--- src/rtl/alu_seq_pkg.sv ---
// alu_seq_pkg: opcode encoding, FSM state encoding and status-register layout
// shared by alu_sequencer and alu_seq_flags.
// Optional feature macro: ALU_SEQ_CMP_EN (makes op_code 9 a legal CMP).
package alu_seq_pkg;

  typedef enum logic [3:0] {
    OP_ADC = 4'd0,
    OP_SBC = 4'd1,
    OP_AND = 4'd2,
    OP_EOR = 4'd3,
    OP_ORA = 4'd4,
    OP_ASL = 4'd5,
    OP_LSR = 4'd6,
    OP_ROL = 4'd7,
    OP_ROR = 4'd8,
    OP_CMP = 4'd9
  } op_code_e;

  // Sequencer state encoding
  typedef logic [2:0] state_t;
  localparam state_t ST_IDLE  = 3'd0;
  localparam state_t ST_FETCH = 3'd1;
  localparam state_t ST_EXEC  = 3'd2;
  localparam state_t ST_WRITE = 3'd3;
  localparam state_t ST_DONE  = 3'd4;

  // Status register bit positions: {N,V,1,0,0,0,Z,C}
  localparam int SR_N = 7;
  localparam int SR_V = 6;
  localparam int SR_Z = 1;
  localparam int SR_C = 0;
  localparam logic [7:0] STATUS_RST = 8'h20;

  function automatic logic op_is_legal(input logic [3:0] code);
`ifdef ALU_SEQ_CMP_EN
    return (code <= 4'd9);
`else
    return (code <= 4'd8);
`endif
  endfunction

  function automatic logic op_is_shift(input logic [3:0] code);
    return (code >= 4'd5) && (code <= 4'd8);
  endfunction

endpackage

--- src/rtl/alu_seq_flags.sv ---
// alu_seq_flags: combinational ISA-level flag computation and result
// correction for one executing instruction. Rotates take their result from
// the local computation so C always enters at the correct end; CMP builds its
// own difference because the ALU is driven with carry-in 0 for it.
// Optional feature macro: ALU_SEQ_CMP_EN (adds the CMP flag path).
module alu_seq_flags
  import alu_seq_pkg::*;
#(
  parameter int n = 8
) (
  input  logic [3:0]   op_code,
  input  logic         op_mem,
  input  logic [n-1:0] acc,
  input  logic [n-1:0] operand,
  input  logic         c_in,
  input  logic         v_in,
  input  logic [n-1:0] alu_out,
  input  logic         alu_overflow,
  output logic [n-1:0] result,
  output logic [7:0]   status_out,
  output logic         acc_we
);

  logic [n-1:0] src;
  logic         adc_c;
  logic         sbc_c;
  logic         sbc_v;
  logic         v_new;
  logic         c_new;

  // Shifts act on the fetched operand for memory targets, on acc otherwise
  assign src   = op_mem ? operand : acc;
  assign adc_c = ({1'b0, acc} + {1'b0, operand} + {{n{1'b0}}, c_in}) > {1'b0, {n{1'b1}}};
  assign sbc_c = {1'b0, acc} >= ({1'b0, operand} + {{n{1'b0}}, ~c_in});
  assign sbc_v = (acc[n-1] ^ operand[n-1]) & (acc[n-1] ^ alu_out[n-1]);

`ifdef ALU_SEQ_CMP_EN
  logic [n-1:0] cmp_res;
  logic         cmp_c;
  assign cmp_res = acc - operand;
  assign cmp_c   = acc >= operand;
`endif

  // Select result, V, C and destination per opcode, then pack the status byte
  always_comb begin
    result = alu_out;
    v_new  = v_in;
    c_new  = c_in;
    acc_we = 1'b1;
    case (op_code)
      OP_ADC: begin
        v_new = alu_overflow;
        c_new = adc_c;
      end
      OP_SBC: begin
        v_new = sbc_v;
        c_new = sbc_c;
      end
      OP_AND, OP_EOR, OP_ORA: begin
        acc_we = 1'b1;
      end
      OP_ASL: begin
        c_new  = src[n-1];
        acc_we = ~op_mem;
      end
      OP_LSR: begin
        c_new  = src[0];
        acc_we = ~op_mem;
      end
      OP_ROL: begin
        result = {src[n-2:0], c_in};
        c_new  = src[n-1];
        acc_we = ~op_mem;
      end
      OP_ROR: begin
        result = {c_in, src[n-1:1]};
        c_new  = src[0];
        acc_we = ~op_mem;
      end
`ifdef ALU_SEQ_CMP_EN
      OP_CMP: begin
        result = cmp_res;
        c_new  = cmp_c;
        acc_we = 1'b0;
      end
`endif
      default: begin
        acc_we = 1'b0;
      end
    endcase
    status_out       = STATUS_RST;
    status_out[SR_N] = result[n-1];
    status_out[SR_V] = v_new;
    status_out[SR_Z] = (result == '0);
    status_out[SR_C] = c_new;
  end

endmodule

--- src/rtl/alu_sequencer.sv ---
// alu_sequencer: multi-cycle controller between the instruction decoder and
// the 8-bit ALU / data-memory port. Accepts one instruction per handshake,
// optionally fetches a memory operand, runs one ALU cycle, writes back to acc
// or memory and updates the {N,V,1,0,0,0,Z,C} status register.
// Optional feature macro: ALU_SEQ_CMP_EN (op_code 9 = CMP; illegal otherwise).
module alu_sequencer
  import alu_seq_pkg::*;
#(
  parameter int n = 8
) (
  input  logic         clk,
  input  logic         rst,
  input  logic         op_valid,
  output logic         op_ready,
  input  logic [3:0]   op_code,
  input  logic         op_mem,
  input  logic [15:0]  op_addr,
  input  logic [n-1:0] op_imm,
  input  logic         acc_ld,
  input  logic [n-1:0] acc_ld_data,
  output logic [15:0]  mem_addr,
  output logic         mem_rd,
  output logic         mem_wr,
  output logic [n-1:0] mem_wdata,
  input  logic [n-1:0] mem_rdata,
  input  logic         mem_ack,
  output logic [n-1:0] alu_a,
  output logic [n-1:0] alu_mem,
  output logic         alu_subtract,
  output logic         alu_target_bus,
  output logic         alu_carry_in,
  output logic         alu_sum_sel,
  output logic         alu_and_sel,
  output logic         alu_xor_sel,
  output logic         alu_or_sel,
  output logic         alu_asl_sel,
  output logic         alu_lsr_sel,
  output logic         alu_rol_sel,
  output logic         alu_ror_sel,
  input  logic [n-1:0] alu_out,
  input  logic         alu_overflow,
  input  logic         alu_carry,
  input  logic         alu_zero,
  input  logic         alu_negative,
  output logic [n-1:0] acc,
  output logic [7:0]   status,
  output logic         done
);

  state_t       state;
  logic [3:0]   code_r;
  logic         mem_r;
  logic [15:0]  addr_r;
  logic [n-1:0] operand_r;
  logic [n-1:0] result_r;

  logic         accept;
  logic         legal;
  logic         shift_op;
  logic         in_exec;
  logic [n-1:0] fl_result;
  logic [7:0]   fl_status;
  logic         fl_acc_we;

  // Flags are recomputed at ISA level; the ALU's own C/Z/N are not consumed
  logic unused_alu_flags;
  assign unused_alu_flags = alu_carry ^ alu_zero ^ alu_negative;

  assign op_ready = (state == ST_IDLE) & ~acc_ld & ~rst;
  assign accept   = op_valid & op_ready;
  assign legal    = op_is_legal(op_code);
  assign shift_op = op_is_shift(code_r);
  assign in_exec  = (state == ST_EXEC);

  assign mem_rd    = (state == ST_FETCH);
  assign mem_wr    = (state == ST_WRITE);
  assign mem_addr  = (mem_rd | mem_wr) ? addr_r : 16'h0000;
  assign mem_wdata = mem_wr ? result_r : '0;
  assign done      = (state == ST_DONE);

  // Control FSM: IDLE -> [FETCH] -> EXEC -> [WRITE] -> DONE, illegal ops skip to DONE
  always_ff @(posedge clk) begin
    if (rst) begin
      state <= ST_IDLE;
    end else begin
      case (state)
        ST_IDLE: begin
          if (accept) begin
            if (!legal)      state <= ST_DONE;
            else if (op_mem) state <= ST_FETCH;
            else             state <= ST_EXEC;
          end
        end
        ST_FETCH: if (mem_ack) state <= ST_EXEC;
        ST_EXEC:  state <= (shift_op && mem_r) ? ST_WRITE : ST_DONE;
        ST_WRITE: if (mem_ack) state <= ST_DONE;
        ST_DONE:  state <= ST_IDLE;
        default:  state <= ST_IDLE;
      endcase
    end
  end

  // Instruction capture at accept, memory operand at fetch ack, result at EXEC
  always_ff @(posedge clk) begin
    if (accept) begin
      code_r    <= op_code;
      mem_r     <= op_mem;
      addr_r    <= op_addr;
      operand_r <= op_imm;
    end else if ((state == ST_FETCH) && mem_ack) begin
      operand_r <= mem_rdata;
    end
    if (in_exec) result_r <= fl_result;
  end

  // Architectural acc/status: direct load in IDLE, write-back on the EXEC edge
  always_ff @(posedge clk) begin
    if (rst) begin
      acc    <= '0;
      status <= STATUS_RST;
    end else if ((state == ST_IDLE) && acc_ld) begin
      acc <= acc_ld_data;
    end else if (in_exec) begin
      status <= fl_status;
      if (fl_acc_we) acc <= fl_result;
    end
  end

  // ALU operand/select drive, active only during EXEC
  always_comb begin
    alu_a          = '0;
    alu_mem        = '0;
    alu_subtract   = 1'b0;
    alu_target_bus = 1'b0;
    alu_carry_in   = 1'b0;
    alu_sum_sel    = 1'b0;
    alu_and_sel    = 1'b0;
    alu_xor_sel    = 1'b0;
    alu_or_sel     = 1'b0;
    alu_asl_sel    = 1'b0;
    alu_lsr_sel    = 1'b0;
    alu_rol_sel    = 1'b0;
    alu_ror_sel    = 1'b0;
    if (in_exec) begin
      alu_a   = acc;
      alu_mem = operand_r;
      case (code_r)
        OP_ADC: begin
          alu_sum_sel  = 1'b1;
          alu_carry_in = status[SR_C];
        end
        OP_SBC: begin
          alu_sum_sel  = 1'b1;
          alu_subtract = 1'b1;
          alu_carry_in = status[SR_C];
        end
        OP_AND: alu_and_sel = 1'b1;
        OP_EOR: alu_xor_sel = 1'b1;
        OP_ORA: alu_or_sel  = 1'b1;
        OP_ASL: begin
          alu_asl_sel    = 1'b1;
          alu_target_bus = mem_r;
        end
        OP_LSR: begin
          alu_lsr_sel    = 1'b1;
          alu_target_bus = mem_r;
        end
        OP_ROL: begin
          alu_rol_sel    = 1'b1;
          alu_target_bus = mem_r;
          alu_carry_in   = status[SR_C];
        end
        OP_ROR: begin
          alu_ror_sel    = 1'b1;
          alu_target_bus = mem_r;
          alu_carry_in   = status[SR_C];
        end
`ifdef ALU_SEQ_CMP_EN
        OP_CMP: begin
          alu_sum_sel  = 1'b1;
          alu_subtract = 1'b1;
        end
`endif
        default: begin
          alu_sum_sel = 1'b0;
        end
      endcase
    end
  end

  alu_seq_flags #(
    .n (n)
  ) u_flags (
    .op_code      (code_r),
    .op_mem       (mem_r),
    .acc          (acc),
    .operand      (operand_r),
    .c_in         (status[SR_C]),
    .v_in         (status[SR_V]),
    .alu_out      (alu_out),
    .alu_overflow (alu_overflow),
    .result       (fl_result),
    .status_out   (fl_status),
    .acc_we       (fl_acc_we)
  );

endmodule

--- config.mk ---
export PLATFORM = sky130hd
export DESIGN_NAME = alu_sequencer
export DESIGN_NICKNAME = d
export VERILOG_FILES = /design/src/rtl/alu_seq_pkg.sv /design/src/rtl/alu_seq_flags.sv /design/src/rtl/alu_sequencer.sv
export SDC_FILE = /design/constraint.sdc
export NUM_CORES = 1
export LEC_CHECK = 0
export BUFFER_PORTS_ARGS = -buffer_cell sky130_fd_sc_hd__buf_2
export CAP_MARGIN = 20
export CORE_MARGIN = 8
export CORE_UTILIZATION = 50
export DETAILED_ROUTE_END_ITERATION = 8
export PLACE_DENSITY = 0.92
export SYNTH_ARGS = -nofsm -noshare
export SYNTH_HDL_FRONTEND = slang
export SYNTH_SLANG_ARGS = --single-unit
--- constraint.sdc ---
create_clock -name clk -period 4.3 [get_ports clk]
set_clock_uncertainty 0.2 [all_clocks]
set_input_delay 0.86 -clock clk [delete_from_list [all_inputs] [get_ports clk]]
set_output_delay 0.86 -clock clk [all_outputs]
set_load 0.03 [all_outputs]
==> impl_metrics.py <==
metrics = {
    "outcome": {
        "status": "completed",
    },
    "final_layout": {
        "seq_area_um2": 1411,
        "fin_nets": 536,
        "multi_input_area_um2": 1714,
        "area_growth_syn_to_layout_pct": 21.44,
        "n_fill_cell": 538,
        "diodes": 0,
        "final_util_pct": 62.81,
        "drive_above_1_share_pct": 32.39,
    },
    "critical_path": {
        "timing.rr.start": "status[0]$_SDFFE_PP0P_",
        "crit_arrival_ps": 2440,
        "worst-r2r-cell-count": 12,
        "required_ps": 3240,
        "start_kind": "register",
        "end_kind": "primary output",
        "rr_endpoint": "status[0]$_SDFFE_PP0P_",
        "worst-setup-path-type": "reg2out",
        "cp_max_fo": 27,
        "reg2reg_slack_ps": 1380,
    },
    "power_and_ir_drop": {
        "powerDensity_nw_per_um2": 264.7,
        "p_leak_nw": 1.946,
        "max-vdd-ir-drop_mv": 0.2244,
    },
    "global_route": {
        "grt_pass1_wl_um": 15100,
        "grt_usage_pct": 19.22,
        "gr-total-overflow": 0,
        "antenna_found_initial": 0,
        "grt_pass1_vias": 3024,
        "grt_max_degree": 30,
    },
    "die": {
        "pin_count": 133,
        "rows": 29,
        "dieWidth_um": 97.28,
        "dieHeight_um": 97.28,
        "floorplan.initialDensity_pct": 51.72,
        "die_area_um2": 9463,
        "core_area_um2": 6386,
    },
    "job": {
        "max_cap_viol_count": 0,
    },
    "synth": {
        "ys_seq_elements": 52,
        "netlist_area_um2": 3303,
        "syn_area_per_cell_um2": 9.630,
        "synth_warnings": 0,
        "postSynthCellCount": 343,
        "synth_edf_count": 37,
        "synth_flop_cell": "edfxtp_1",
        "postSynth.asyncResetShare_pct": 0,
        "ys_seq_area_share_pct": 42.73,
        "yosysUniqueCellTypes": 59,
    },
    "clocking": {
        "htreeDepth": 2,
        "ctsResizeCount": 0,
        "cts_sinks": 52,
        "tritoncts": "done",
        "cts.clk_slew.worst_paths_ps": 90,
        "worstSkewPairLatency_ps": 310,
        "cts_setup_buffers": 0,
        "root_buffer": "clkbuf_8",
        "postCtsHoldBufs": 0,
        "clockBufferDepth": 2,
        "numCtsBuffers": 5,
    },
    "sta": {
        "post-route-period-util_pct": 81.35,
        "fin_setup_tns_ps": 0,
        "worst_pin_slew_ps": 621.8,
        "rsz0062_at_grt": "false",
        "slew_headroom_pct": 58.55,
        "fmax_ghz": 0.2859,
        "slew_viol_final": 0,
        "final-setup-viol-count": 0,
        "hold_violations": 0,
        "fin_crit_ps": 3498,
    },
    "place": {
        "hpwl_um": 7173,
        "gp_congestion": 0.8885,
        "port_buffers": 125,
    },
    "min_path": {
        "hold_path_end": "status[1]$_SDFFE_PP0P_",
        "min_path_type": "reg2reg",
        "min_from": "status[1]$_SDFFE_PP0P_",
        "min_path_cells": 2,
    },
    "detailed_routing": {
        "vias_per_cell": 5.577,
        "wl_per_cell_um": 17.37,
        "drtIter0Drc": 204,
        "drc": 0,
        "ant_nets": 0,
        "vias": 2978,
        "first_pass_iters": 4,
        "wirelength_um": 9277,
    },
}
-- worst max-delay path, stage by stage, from the launching register on --
cell,delay (ps)
dfxtp_1,560
or3b_1,600
inv_2,420
nand2_1,190
nor2_1,140
buf_2,210
-- power by group --
part           switching (mW)  internal (mW)  total (mW)
registers              0.0278          0.557       0.585
clock network           0.165          0.117       0.282
logic                   0.116         0.0785       0.195
-- stage by stage --
step	power, mW	worst slack [ps]	instance area [um^2]	hold WS (ps)	cells
after CTS	1.060	812.8	4004	295.3	533
final	1.062	802.1	4011	301.3	534
after detailed placement	0.7872	1171	3919	277.2	525
after global placement	0.7782	1268	3919	264.6	525
after global routing	1.108	587.5	4011	320.2	534
after floorplan	0.7201	1345	3311	278.5	345
-- worst max-delay path by stage --
| stage | start | to | slack, ps | cells after the start |
|---|---|---|---|---|
| 6_report | state[1]$_SDFFE_PP0P_ | alu_asl_sel | 800 | 5 |
| 5_1_grt | state[1]$_SDFFE_PP0P_ | alu_asl_sel | 590 | 5 |
| 4_1_cts | state[1]$_SDFFE_PP0P_ | alu_asl_sel | 810 | 5 |
| 3_5_place_dp | state[1]$_SDFFE_PP0P_ | alu_asl_sel | 1170 | 5 |
| 3_3_place_gp | state[1]$_SDFFE_PP0P_ | alu_lsr_sel | 1270 | 5 |
| 2_1_floorplan | state[1]$_SDFFE_PP0P_ | alu_a[1] | 1340 | 6 |
-- sequential cells by signal, indices dropped and copies added (netlist names) --
name       count
result_r       8
mem_r          1
status         4
code_r         4
acc            8
operand_r      8
state          3
addr_r        16
-- final cells by class --
cell class              count  area share, %
clock buffers               7          1.903
clock inverters             1         0.2183
repair buffers            128          16.16
inverters                  15          1.404
multi-input cells         254          42.73
well taps                  77          2.402
flip-flops and latches     52          35.18
-- cells in the mapped netlist (3+ instances only) --
| cell | number | share of area (%) |
|---|---|---|
| a211o_1 | 8 | 2.1 |
| buf_2 | 7 | 1.1 |
| a21oi_1 | 15 | 2.3 |
| a211oi_1 | 4 | 0.91 |
| nor2b_1 | 6 | 1.1 |
| xor2_1 | 4 | 1.1 |
| o22ai_1 | 7 | 1.3 |
| nor2_1 | 27 | 3.1 |
| and2_1 | 36 | 6.8 |
| inv_1 | 13 | 1.5 |
| clkbuf_1 | 10 | 1.1 |
| dfxtp_1 | 15 | 9.1 |
| o21ai_0 | 3 | 0.45 |
| nand3_1 | 3 | 0.45 |
| buf_4 | 6 | 1.4 |
| and3_1 | 10 | 1.9 |
| nand2b_1 | 4 | 0.76 |
| ha_1 | 16 | 6.1 |
| nand2_1 | 40 | 4.5 |
| xnor2_1 | 3 | 0.80 |
| a21oi_2 | 6 | 1.6 |
| nand3b_1 | 3 | 0.68 |
| nand4_1 | 3 | 0.57 |
| edfxtp_1 | 37 | 34 |
| mux2i_1 | 8 | 2.4 |
-- routing by layer --
layer  routed length, um  vias to the layer above  global-route usage [%]
met5                   0                        -                       0
met4                 107                        0                   5.361
met3                 833                       11                   5.192
met2                4637                      134                   33.54
met1                3699                     1400                   22.49
li1                    -                     1433                       -
-- cells in the final DEF (no fill, tap or decap), drive strengths merged, types with 3 or more instances in the layout --
cell / count
o21ai: 4
o22ai: 7
clkbuf: 7
nor2: 29
nand3b: 3
nand2: 40
a21oi: 21
mux2i: 8
nand3: 3
conb: 4
xnor2: 3
a221oi: 4
nor2b: 6
inv: 15
and3: 10
xor2: 4
edfxtp: 37
a211oi: 4
a211o: 8
ha: 16
nand2b: 4
and2: 36
nand4: 3
buf: 128
dfxtp: 15
-- kinds of logic after synthesis --
| kind of cell | count (synthesis) | share of synthesized area (%) |
|---|---|---|
| other | 2 | 0.2274 |
| AOI/OAI and AO/OA | 69 | 15.61 |
| adders and majority gates | 18 | 7.273 |
| DFF | 52 | 42.73 |
| muxes | 8 | 2.424 |
| and+or+nand+nor | 148 | 24.28 |
| xor gates and xnor gates | 7 | 1.856 |
| buffers and inverters | 39 | 5.606 |
(Power assumes the default switching activity.)
